File: src/rtl/piano_sequencer.sv
// piano_sequencer: autoplay controller for the eight-key piano tone generator.
// Steps through a song ROM and drives one-hot note selects for the programmed
// number of beats, with a silent gap after each note. A single-key manual
// press always overrides the sequencer on the output.
//
// Song contents come from the SONG_DATA parameter. Entry i occupies bits
// [8*i+7:8*i]. Entry format is [7] rest, [6:4] note, [3:0] beats, and
// 0 beats marks the end of the song.
//
// Ports:
//   i_clk          system clock
//   i_rst          synchronous active-high reset
//   i_play         start request, acts only when idle
//   i_stop         abort request, acts in any state and wins over i_play
//   i_loop         restart from entry 0 at end of song
//   i_manual_keys  player keys, bit i = note i
//   o_keys         one-hot (or zero) note select to the piano, combinational
//   o_busy         high in every state except idle
//   o_pos          index of the current ROM entry
module piano_sequencer #(
  parameter int unsigned   BEAT_TICKS = 12500000,
  parameter int unsigned   GAP_TICKS  = 1250000,
  parameter int unsigned   SONG_LEN   = 32,
  parameter logic [2047:0] SONG_DATA  = {1920'h0,
    128'h00_81_44_32_22_44_32_22_02_22_12_02_02_22_12_02}
) (
  input  logic                        i_clk,
  input  logic                        i_rst,
  input  logic                        i_play,
  input  logic                        i_stop,
  input  logic                        i_loop,
  input  logic [7:0]                  i_manual_keys,
  output logic [7:0]                  o_keys,
  output logic                        o_busy,
  output logic [$clog2(SONG_LEN)-1:0] o_pos
);

  localparam int unsigned PW       = $clog2(SONG_LEN);
  localparam int unsigned TICK_MAX = (BEAT_TICKS > GAP_TICKS) ? BEAT_TICKS : GAP_TICKS;
  localparam int unsigned TW       = (TICK_MAX > 1) ? $clog2(TICK_MAX) : 1;
  localparam int unsigned GAP_LAST = (GAP_TICKS > 0) ? GAP_TICKS - 1 : 0;

  typedef enum logic [2:0] {
    S_IDLE,
    S_LOAD,
    S_NOTE,
    S_GAP,
    S_ADVANCE
  } state_t;

  state_t          r_state;
  logic [PW-1:0]   r_pos;
  logic [TW-1:0]   r_tick;
  logic [3:0]      r_beat;
  logic [7:0]      r_seq_keys;
  logic            r_busy;

  logic [7:0]      w_entry;
  logic            w_last;
  logic            w_manual_onehot;

  // ROM read of the current entry
  always_comb begin
    w_entry = 8'h00;
    for (int i = 0; i < int'(SONG_LEN); i++) begin
      if (r_pos == PW'(i)) w_entry = SONG_DATA[8*i +: 8];
    end
  end

  assign w_last = (r_pos == PW'(SONG_LEN - 1));

  // Manual press counts only when exactly one key is down
  assign w_manual_onehot = (i_manual_keys != 8'h00) &&
                           ((i_manual_keys & (i_manual_keys - 8'd1)) == 8'h00);

  assign o_keys = w_manual_onehot ? i_manual_keys : r_seq_keys;
  assign o_busy = r_busy;
  assign o_pos  = r_pos;

  // Sequencer FSM with registered pos/keys/busy
  always_ff @(posedge i_clk) begin
    if (i_rst) begin
      r_state    <= S_IDLE;
      r_pos      <= '0;
      r_tick     <= '0;
      r_beat     <= 4'd0;
      r_seq_keys <= 8'h00;
      r_busy     <= 1'b0;
    end else if (i_stop) begin
      r_state    <= S_IDLE;
      r_pos      <= '0;
      r_seq_keys <= 8'h00;
      r_busy     <= 1'b0;
    end else begin
      case (r_state)
        S_IDLE: begin
          if (i_play) begin
            r_state <= S_LOAD;
            r_pos   <= '0;
            r_busy  <= 1'b1;
          end
        end

        S_LOAD: begin
          if (w_entry[3:0] != 4'd0) begin
            r_beat     <= w_entry[3:0];
            r_tick     <= '0;
            r_seq_keys <= w_entry[7] ? 8'h00 : (8'h01 << w_entry[6:4]);
            r_state    <= S_NOTE;
          end else if (i_loop && (r_pos != '0)) begin
            // An empty entry 0 would loop forever, so only loop from later entries
            r_pos   <= '0;
            r_state <= S_LOAD;
          end else begin
            r_pos   <= '0;
            r_busy  <= 1'b0;
            r_state <= S_IDLE;
          end
        end

        S_NOTE: begin
          if (r_tick == TW'(BEAT_TICKS - 1)) begin
            r_tick <= '0;
            if (r_beat == 4'd1) begin
              r_beat     <= 4'd0;
              r_seq_keys <= 8'h00;
              r_state    <= (GAP_TICKS == 0) ? S_ADVANCE : S_GAP;
            end else begin
              r_beat <= r_beat - 4'd1;
            end
          end else begin
            r_tick <= r_tick + TW'(1);
          end
        end

        S_GAP: begin
          if (r_tick == TW'(GAP_LAST)) begin
            r_tick  <= '0;
            r_state <= S_ADVANCE;
          end else begin
            r_tick <= r_tick + TW'(1);
          end
        end

        S_ADVANCE: begin
          if (!w_last) begin
            r_pos   <= r_pos + PW'(1);
            r_state <= S_LOAD;
          end else if (i_loop) begin
            r_pos   <= '0;
            r_state <= S_LOAD;
          end else begin
            r_pos   <= '0;
            r_busy  <= 1'b0;
            r_state <= S_IDLE;
          end
        end

        default: begin
          r_state    <= S_IDLE;
          r_seq_keys <= 8'h00;
          r_busy     <= 1'b0;
        end
      endcase
    end
  end

endmodule

File: config.mk
export PLATFORM = sky130hd
export DESIGN_NAME = piano_sequencer
export DESIGN_NICKNAME = d
export VERILOG_FILES = /design/src/rtl/piano_sequencer.sv
export SDC_FILE = /design/constraint.sdc
export NUM_CORES = 1
export LEC_CHECK = 0
export CORE_MARGIN = 1.5
export CORE_UTILIZATION = 35
export DETAILED_ROUTE_END_ITERATION = 8
export GPL_TIMING_DRIVEN = 0
export MAX_ROUTING_LAYER = met4
export PLACE_DENSITY = 0.55
export SYNTH_ARGS = -nofsm -noshare
export SYNTH_HDL_FRONTEND = slang
export SYNTH_SLANG_ARGS = --single-unit
File: constraint.sdc
create_clock -name i_clk -period 3.87 [get_ports i_clk]
set_clock_uncertainty 0.1 [all_clocks]
set_input_delay 0.774 -clock i_clk [delete_from_list [all_inputs] [get_ports i_clk]]
set_output_delay 0.774 -clock i_clk [all_outputs]
set_load 0.1 [all_outputs]
# After elaboration in Yosys (flattened, before gate mapping)
# Index checks and enable logic that the tools add are counted.
[word_totals]
ff_bits = 45
inputBits = 13
out_inout_bits = 14
word_cells = 147
[classes]
n_addsub = 4
eq_ne = 47
shifts = 1
muxes = 65
bitwise = 4
n_reduce_logical = 20
[op_table]
columns = ["cell", "n"]
rows = [
  ["8-bit two-way mux", 36],
  ["5-bit == test, second input constant", 16],
  ["24-bit two-way mux", 3],
  ["24-bit case mux with 3 select lines", 1],
  ["5-bit by 4-bit == test with 1-bit output, second input constant", 8],
  ["24-bit by 1-bit adder with 24-bit output, second input constant", 1],
  ["24-bit by 21-bit == test with 1-bit output, second input constant", 1],
  ["24-bit == test, second input constant", 1],
  ["8-bit case mux with 3 select lines", 1],
  ["5-bit by 3-bit == test with 1-bit output, second input constant", 4],
  ["2-bit != test, second input constant", 9],
  ["5-bit two-way mux", 3],
  ["3-bit case mux with 5 select lines", 1],
  ["5-bit case mux with 3 select lines", 1],
  ["3-bit two-way mux", 4],
  ["4-bit two-way mux", 3],
  ["4-bit AND reduction", 3],
  ["5-bit by 2-bit == test with 1-bit output, second input constant", 2],
  ["8-bit AND", 1],
  ["8-bit logical NOT", 1],
  ["1-bit two-way mux", 8],
  ["4-bit case mux with 2 select lines", 1],
  ["8-bit nonzero test", 1],
  ["1-bit by 3-bit left shift with 8-bit output, first input constant", 1],
  ["other kinds (22)", 30],
]

# Depth between registers and ports, before layout
[depth]
depth_word = 37
depth_mapped = 11
depth_no_buf = 9

# Least setup slack after synthesis
# No wires, ideal clock.
[synth_timing]
path_type = "input-to-output"
from = "in i_manual_keys[2]"
to = "out o_keys[0]"
arrival_ns = 2.636
t_required_ns = 2.996
slack_ns = 0.360
stages = 6
n_path_buf = 0
path_cell_list = "or3_1 or2_2 or3_1 a21oi_1 nor2_1 a2bb2o_1"
[synth_between]
elab_chain_len = 5
word_cells_on_any_way = 6
cone_classes = "add/sub (1); mux (1); bitwise (1); reduce/logical (3)"
[synth_rtl]
columns = ["element", "line", "source"]
rows = [
  ["start, declared", "32", "input logic [7:0] i_manual_keys,"],
  ["8-bit by 1-bit subtractor with 8-bit output", "74", "((i_manual_keys & (i_manual_keys - 8'd1)) == 8'h00);"],
  ["8-bit AND", "74", ""],
  ["8-bit logical NOT", "74", ""],
  ["1-bit logical AND *", "73", "assign w_manual_onehot = (i_manual_keys != 8'h00) &&"],
  ["8-bit two-way mux *", "76", "assign o_keys = w_manual_onehot ? i_manual_keys : r_seq_keys;"],
  ["end, declared", "33", "output logic [7:0] o_keys,"],
]
# Every way passes the cells marked *; elsewhere a longest branch is shown, timed or not.

# Final worst setup path
[layout_timing]
from = "in i_manual_keys[1]"
to = "out o_keys[7]"
# Same word-level chain as after synthesis.

==> impl_results.md <==
* Setup slack, reg-to-reg at approximately 0.35 ns
* Crit path time final at between 3 and 4 ns
* Routed via count at 3,163
* Max rail drop VDD at 223 uV
* Routed WL per cell at 17.3 um
* Die height at 96.3 um
* Startpoint Class: input port
* Yosys reg bits at 45
* Crit-path cells: clkdlybuf4s50_1, nor4_1, nor2_1, a211oi_2, nor4b_4, nor2_4, mux2_2, buf_6
* Final net count at 446
* Worst Path Buf+Inv at 2
* CP Capture Type: output port
* Period utilization at 96.2%
* FF/Latch Area at 901 sq um
* Hpwl dp at 6540 um
* GP Congestion at 0.818
* First-pass GRT wire length at between 10,000 and 15,000 um
* Layout cells sized above 1 at 11.3%
* Starting Density at between 30% and 40%
* Clock slew at reported path FFs at 0.08 ns
* Final Hold Viols at 0
* Cells after Synth at 392
* Status: complete, no violations
* Post-synth ARST share at 0%
* CP delay by family, top: simple AND/OR/NAND/NOR gates
* Worst Max-Slew Pin Slew at 0.986 ns
* CTS Buf Count at 5
* Seq/Total Area, Yosys at 29.5%
* Synth cell types at approximately 60
* Avg Cell Area, Syn at 7.78 sq um
* Final core occ at 43.5%
* Die W at 96.3 um
* Slew margin rel. at 33.7%
* Most common flop cell mapped by yosys: dfxtp_1
* Final ANT Viol Nets at 0
* TNS Setup at 0 ns
* Pwr/cell area at 267 mW/mm^2
* Max stage delay on crit path at 0.45 ns
* # IOs at 27
* Total routed wirelength at 9190 um
* EDFF count, synth at 0
* Fmax achieved at 269 MHz
* Synth Cell Area at between 0.003 and 0.004 sq mm
* Clk Latency, worst-skew pair at just over 0.3 ns
* Total of max-cap violations at 0
* Final setup fails at 0
* Synthesis Warnings at 0
* Area Growth Syn to Fin at 19.1%
* Footprint of the multi-input gates at slightly above 0.002 sq mm
* Crit path max-delay cell type: clkdlybuf4s50_1
* FILL cells at 881
* Clock tree buffer depth at 2
* GR Overflow Total at 0
* Clk sink count at 45
* Core area at between 0.008 and 0.009 sq mm
* Die ar. at slightly above 0.009 sq mm
* All-layer global routing usage at a little over a fifth
* PortBufs at 25
* CTS tree: done
* Vias in the first global route at 2,866
* HP Class: register to register
* CP arrival at roughly 2.9 ns
* Initial antenna violation count at 0
* Antenna diodes at 0
* Crit-path max FO at 8
* Lkg Pwr at about 1.2 nW
* Site Rows at 33
* Crit path required time at 3.00 ns
* Slew Limit Fails at 0
* Crit Path Category: input port to output port
* Syn Nets at 414
* Largest net degree at the start of global routing at 14
* Unrepaired setup endpoints after global routing: no
* Hold_buf cts at 0
* DRC viols at 0
* Root buffer cell: clkbuf_8
* Number of detailed-route iterations in the first pass at 7
* Level count of the clock H-tree at 2
* DR iter-0 viols at roughly 190
* DR vias/cell at 5.97
==> flip-flops by register name (all words and copies together) (netlist names) <==
name and count:
r_tick 24, r_seq_keys 8, o_pos 5, r_beat 4
r_state 3, o_busy 1
==> power by group <==
group          total, W  switching [W]  internal (W)
registers      0.000468     0.00000272      0.000465
logic          0.000119      0.0000790     0.0000399
clock network  0.000384       0.000173      0.000211
==> what timing repair did <==
action                     4_1_cts  5_1_grt
resized for setup               71        6
buffers inserted                 0        0
setup endpoints to repair        8       12
cloned                           0        0
==> cell usage after synthesis, types with 4 or more instances <==
master / number / share of area, %
nand2_1: 33 / 4.1
buf_2: 4 / 0.66
nor3b_1: 8 / 2.0
and2_1: 6 / 1.2
o22ai_1: 4 / 0.82
a21boi_0: 4 / 0.98
or2_2: 4 / 0.82
nor4_1: 11 / 2.3
dfxtp_1: 45 / 30
a32o_1: 16 / 5.3
or4_1: 5 / 1.2
a211oi_1: 4 / 0.98
nand4_1: 11 / 2.3
nand4b_1: 4 / 1.1
clkbuf_1: 18 / 2.2
nor3_1: 13 / 2.1
and3_1: 10 / 2.1
nand3_1: 8 / 1.3
nor2_1: 40 / 4.9
nand2b_1: 11 / 2.3
a21oi_1: 17 / 2.8
ha_1: 9 / 3.7
inv_1: 13 / 1.6
or3_1: 11 / 2.3
o21ai_0: 15 / 2.5
o21ai_1: 7 / 1.1
mux2_2: 6 / 2.2
==> kinds of logic after synthesis <==
logic type / share of synthesized area [%]
simple gates: 33.6
fa+ha+maj: 4.02
buf+inv: 5.21
mux: 3.20
compound gates: 24.5
flops: 29.5
==> cell type report <==
class                   count  share of cell area (%)
plain buffers              25                    3.07
clock buffers               7                    2.38
clock inverters             1                   0.827
inverters                  13                    1.34
multi-input cells         309                    56.3
flip-flops and latches     45                    24.8
well taps                 105                    3.62
repair buffers             25                    7.62
==> worst paths after layout <==
kind	cells after the start	to	from
max	8	o_keys[7]	i_manual_keys[1]
min	2	r_seq_keys[0]$_SDFFE_PP0P_	r_seq_keys[0]$_SDFFE_PP0P_
max reg2reg	9	r_seq_keys[0]$_SDFFE_PP0P_	o_pos[0]$_SDFFE_PP0P_
min reg2reg	2	r_seq_keys[0]$_SDFFE_PP0P_	r_seq_keys[0]$_SDFFE_PP0P_
==> cell usage in the layout, fill, tap and decap left out, drive strengths merged, types with 5 or more instances in the layout <==
cell,n
a21oi,17
nor2,40
inv,13
or3,11
nor3b,8
ha,9
nand4,11
and3,10
dfxtp,45
buf,15
clkbuf,25
nand2b,11
a32o,16
or4,5
nand3,8
and2,6
nand2,33
clkdlybuf4s50,14
nor4,11
o21ai,22
nor3,13
mux2,6
==> tightest hold or removal path, stage by stage (launching register included) <==
cell and delay, ns:
dfxtp_1 0.32, nand2_1 0.05, mux2i_1 0.06
==> through the flow <==
stage               std cells  setup slack (ns)  area, sq um  total power (W)  hold slack (ns)
floorplan                 392             0.360         3050         0.000549            0.334
global placement          522            -0.931         3430         0.000590            0.352
detailed placement        522            -0.985         3430         0.000591            0.363
CTS                       530            0.0383         3610         0.000979            0.376
global route              530           0.00600         3630          0.00101            0.394
finish                    530             0.147         3630         0.000971            0.375
==> metal layers <==
metal / track usage (%) / wire (um) / vias up
met3: 3.16 / 398 / 6
li1: - / - / 1549
met4: 5.31 / 74 / 0
met5: - / 0 / -
met1: 29.7 / 4390 / 1537
met2: 32.8 / 4330 / 71
No activity file was read; power rests on OpenSTA's default activity.
